## config.mk

```make
export PLATFORM = sky130hd
export DESIGN_NAME = bcd_serial_assembler
export DESIGN_NICKNAME = d
export VERILOG_FILES = /design/src/rtl/bcd_serial_assembler.sv
export SDC_FILE = /design/constraint.sdc
export NUM_CORES = 1
export LEC_CHECK = 0
export CORE_AREA = 4 4 41 43
export CTS_CLUSTER_DIAMETER = 120
export DETAILED_ROUTE_END_ITERATION = 12
export DIE_AREA = 0 0 45 47
export PLACE_DENSITY = 0.66
export RECOVER_POWER = 100
export SLEW_MARGIN = 10
export SYNTH_ARGS = -nofsm -noshare
export SYNTH_HDL_FRONTEND = slang
export SYNTH_SLANG_ARGS = --single-unit
```

## constraint.sdc

```tcl
create_clock -name clk -period 2.8 [get_ports clk]
set_input_delay 0.42 -clock clk [delete_from_list [all_inputs] [get_ports clk]]
set_output_delay 0.42 -clock clk [all_outputs]
set_load 0.02 [all_outputs]
```

## src/rtl/bcd_serial_assembler.sv

```systemverilog
// Serial-to-parallel BCD digit assembler with registered valid/ready output.
// Optional out-of-range rejection enabled by defining BCD_RANGE_CHECK_EN.
module bcd_serial_assembler #(
  parameter int MSB_FIRST = 1
) (
  input  logic       clk,
  input  logic       rst_n,
  input  logic       sin,
  input  logic       sin_valid,
  input  logic       sin_sync,
  output logic [3:0] dout,
  output logic       dout_valid,
  input  logic       dout_ready,
  output logic       frame_err,
  output logic       range_err,
  output logic       overrun
);

  logic [3:0] sh;
  logic [3:0] sh_nx;
  logic [1:0] cnt;
  logic [1:0] cnt_eff;
  logic       done;
  logic       drain;
  logic       bad;
  logic       load;
  logic       drop;
  logic       fe_nx;

  // Shift direction, sync-forced framing and completion detect
  always_comb begin
    cnt_eff = sin_sync ? 2'd0 : cnt;
    if (MSB_FIRST != 0) begin
      sh_nx = {sh[2:0], sin};
    end else begin
      sh_nx = {sin, sh[3:1]};
    end
    done  = sin_valid && (cnt_eff == 2'd3);
    drain = dout_valid && dout_ready;
    fe_nx = sin_valid && sin_sync && (cnt != 2'd0);
  end

`ifdef BCD_RANGE_CHECK_EN
  assign bad = (sh_nx > 4'd9);
`else
  assign bad = 1'b0;
`endif

  // A completed digit either loads, is rejected, or overruns
  always_comb begin
    load = 1'b0;
    drop = 1'b0;
    if (done && !bad) begin
      if (!dout_valid || drain) begin
        load = 1'b1;
      end else begin
        drop = 1'b1;
      end
    end
  end

  // Bit collection state
  always_ff @(posedge clk or negedge rst_n) begin
    if (!rst_n) begin
      sh  <= 4'd0;
      cnt <= 2'd0;
    end else if (sin_valid) begin
      sh  <= sh_nx;
      cnt <= cnt_eff + 2'd1;
    end
  end

  // Output register and handshake
  always_ff @(posedge clk or negedge rst_n) begin
    if (!rst_n) begin
      dout       <= 4'd0;
      dout_valid <= 1'b0;
    end else if (load) begin
      dout       <= sh_nx;
      dout_valid <= 1'b1;
    end else if (drain) begin
      dout_valid <= 1'b0;
    end
  end

  // One-cycle error pulses
  always_ff @(posedge clk or negedge rst_n) begin
    if (!rst_n) begin
      frame_err <= 1'b0;
      overrun   <= 1'b0;
    end else begin
      frame_err <= fe_nx;
      overrun   <= drop;
    end
  end

`ifdef BCD_RANGE_CHECK_EN
  // Out-of-range pulse for rejected codes
  always_ff @(posedge clk or negedge rst_n) begin
    if (!rst_n) begin
      range_err <= 1'b0;
    end else begin
      range_err <= done && bad;
    end
  end
`else
  assign range_err = 1'b0;
`endif

endmodule

```

==> results_dict.tcl <==
set metrics [dict create \
    status "finished clean" \
    grt_pass1_wl_um 1469 \
    layout-drive-gt1-share_pct 23.40 \
    hold_viol 0 \
    synth_area_leaders "dfrtp_1 (61%), mux2_2 (18%), buf_4 (3.1%)" \
    clk_latency_ns 0.27 \
    first_pass_iters 2 \
    layout_min_cycle_time_ns 2.040 \
    timing.rr.end "dout[2]" \
    power_uw 497.4 \
    vias_per_cell 4.710 \
    skew_ns 0.002056 \
    dp_hpwl_um 717.6 \
    cap_viol_max_count 0 \
    slew_headroom_pct 64.52 \
    r2r_start "cnt[0]" \
    critPathLaunchType "input pin" \
    setup_viol 0 \
    grt_usage_pct 10.77 \
    area_growth_pct 26.72 \
    core_um2 1301 \
    required_ns 2.95 \
    cts_setup_buffers 0 \
    clkPwrFrac_pct 20.0 \
    drt-initial-drc-count 1 \
    finalCritPeriodShare_pct 72.84 \
    cts_buffers 3 \
    critPathCaptureType "register" \
    arrival_ns 2.19 \
    rows 13 \
    die_h_um 47 \
    path_class "in2reg" \
    fmax_ghz 0.4903 \
    whs_path_depth 1 \
    antenna_found_initial 0 \
    ios 14 \
    clock_path_buffers 2 \
    comb_power_share_pct 32.1 \
    synth.cell_area_um2 491.7 \
    grt_max_degree 13 \
    drc 0 \
    swShare_pct 29.78 \
    nFillCells 116 \
    ant_nets 0 \
    ys_seq_area_share_pct 61.07 \
    p_sw_uw 148.1 \
    r2r_slack_ns 1.11 \
    hp-start "dout[1]" \
    cts_tree "done" \
    finalWirelength_um 896 \
    tns_ns 0 \
    grt_pass1_vias 342 \
    final_common_cell "dfrtp_1" \
    grt_overflow_total 0 \
    synth_top_area_share_pct 61.07 \
    p_int_uw 349.2 \
    tightestPinTransition_ns 0.5304 \
    ys_warn_count 0 \
    routabilityCongestion 0.7061 \
    start_util_pct 37.79 \
    leakagePower_nw 0.2937 \
    dieArea_um2 2115 \
    layout_common_cells "dfrtp_1 (12), dlygate4sd3_1 (10), mux2_2 (8)" \
    cts_resized 0 \
    post-route-cell-area_um2 623.1 \
    syn_avg_cell_area_um2 14.46 \
    holdPathEnd "dout[1]" \
    p_per_area_nw_per_um2 798.2 \
    hold_path_class "reg2reg" \
    synthesis.nets 41 \
    cts_root_buffer "clkbuf_4" \
    rsz0062_at_grt "no" \
    nets 56 \
    diodes 0 \
    p_seq_share_pct 47.9 \
    cts.sinks 12 \
    worstRegToRegCells 5 \
    finalMaxSlewViolations 0 \
    dpl_cell_area_um2 615.6 \
    vias 292 \
    ys_types 13 \
    holdBufCountCts 0 \
    irDropWorstVdd_uv 335.2 \
    netlist.top_cell.by_area "dfrtp_1" \
    die_w_um 45 \
    port_buffers 12 \
    syn_inst 34 \
    cts.clk_slew.worst_paths_ns 0.06 \
    drt-wirelength-per-cell_um 14.45 \
    ys_seq_elements 12 \
    post-route-util_pct 47.88 \
    path_max_fanout 4 \
    htreeDepth 1 \
]
-- cell families after synthesis --
group                    count (synthesis)  synth area share, %
flip-flops                              12                61.07
multiplexers                             8                18.32
AND/OR/NAND/NOR                          8                11.20
AO/OA/AOI/OAI                            2                3.053
buffers and inverters                    2                3.053
adder cells (fa/ha/maj)                  1                2.544
other                                    1               0.7626
-- critical path: stages --
cell	delay, ns
dlygate4sd3_1	0.58
nor2b_1	0.20
ha_1	0.19
nand2_1	0.08
nor2b_1	0.34
mux2_2	0.38
-- state kept, by name, indices dropped and copies added, names as in the netlist --
name	cells
dout	4
sh	3
cnt	2
dout_valid	1
frame_err	1
overrun	1
-- worst max-delay path by stage --
| stage | depth (start not counted) | from | slack, ns | endpoint |
|---|---|---|---|---|
| after detailed placement | 6 | sin_sync | 0.75 | dout[3] |
| after global placement | 6 | sin_sync | 0.87 | dout[2] |
| after CTS | 6 | sin_sync | 1.03 | dout[3] |
| final | 6 | sin_sync | 0.76 | dout[2] |
| after floorplan | 5 | sin_sync | 1.39 | dout[0] |
| after global routing | 6 | sin_sync | 0.69 | dout[0] |
-- power by group through the flow --
stage	Sequential, mW	Combinational (mW)	Clock, mW
floorplan	0.280	0.0532	0
global placement	0.241	0.171	0
detailed placement	0.244	0.177	0
CTS	0.240	0.178	0.104
global route	0.244	0.172	0.113
finish	0.238	0.160	0.0993
-- cells in the mapped netlist, drive strengths merged --
cell type	instances
nand2b	1
o211a	1
a21oi	1
conb	1
buf	2
mux2	8
nor2	2
dfrtp	12
nor2b	3
nand2	2
ha	1
-- area by class of cell --
type	instances	area, µm²	share of cell area [%]
Timing Repair Buffer	12	120.1	19.28
Clock buffer	3	22.52	3.614
Tap cell	15	18.77	3.012
Sequential cell	12	300.3	48.19
Multi-Input combinational cell	20	161.4	25.90
-- stage by stage --
stage               hold slack [ns]  cells  setup slack, ns
finish                       0.5002     62           0.7604
global route                 0.5256     62           0.6933
CTS                          0.5108     62            1.035
detailed placement           0.5011     59           0.7527
global placement             0.4907     59           0.8745
floorplan                    0.1244     34            1.393
-- layer usage --
metal	global-route usage [%]	vias up	wire, µm	part of all wire [%]
li1	-	138	-	-
met1	8.852	141	309	34
met2	18.08	11	474	53
met3	6.130	2	84	9.4
met4	9.942	0	27	3.0
met5	0	-	0	0
No activity file was read; power rests on OpenSTA's default activity.
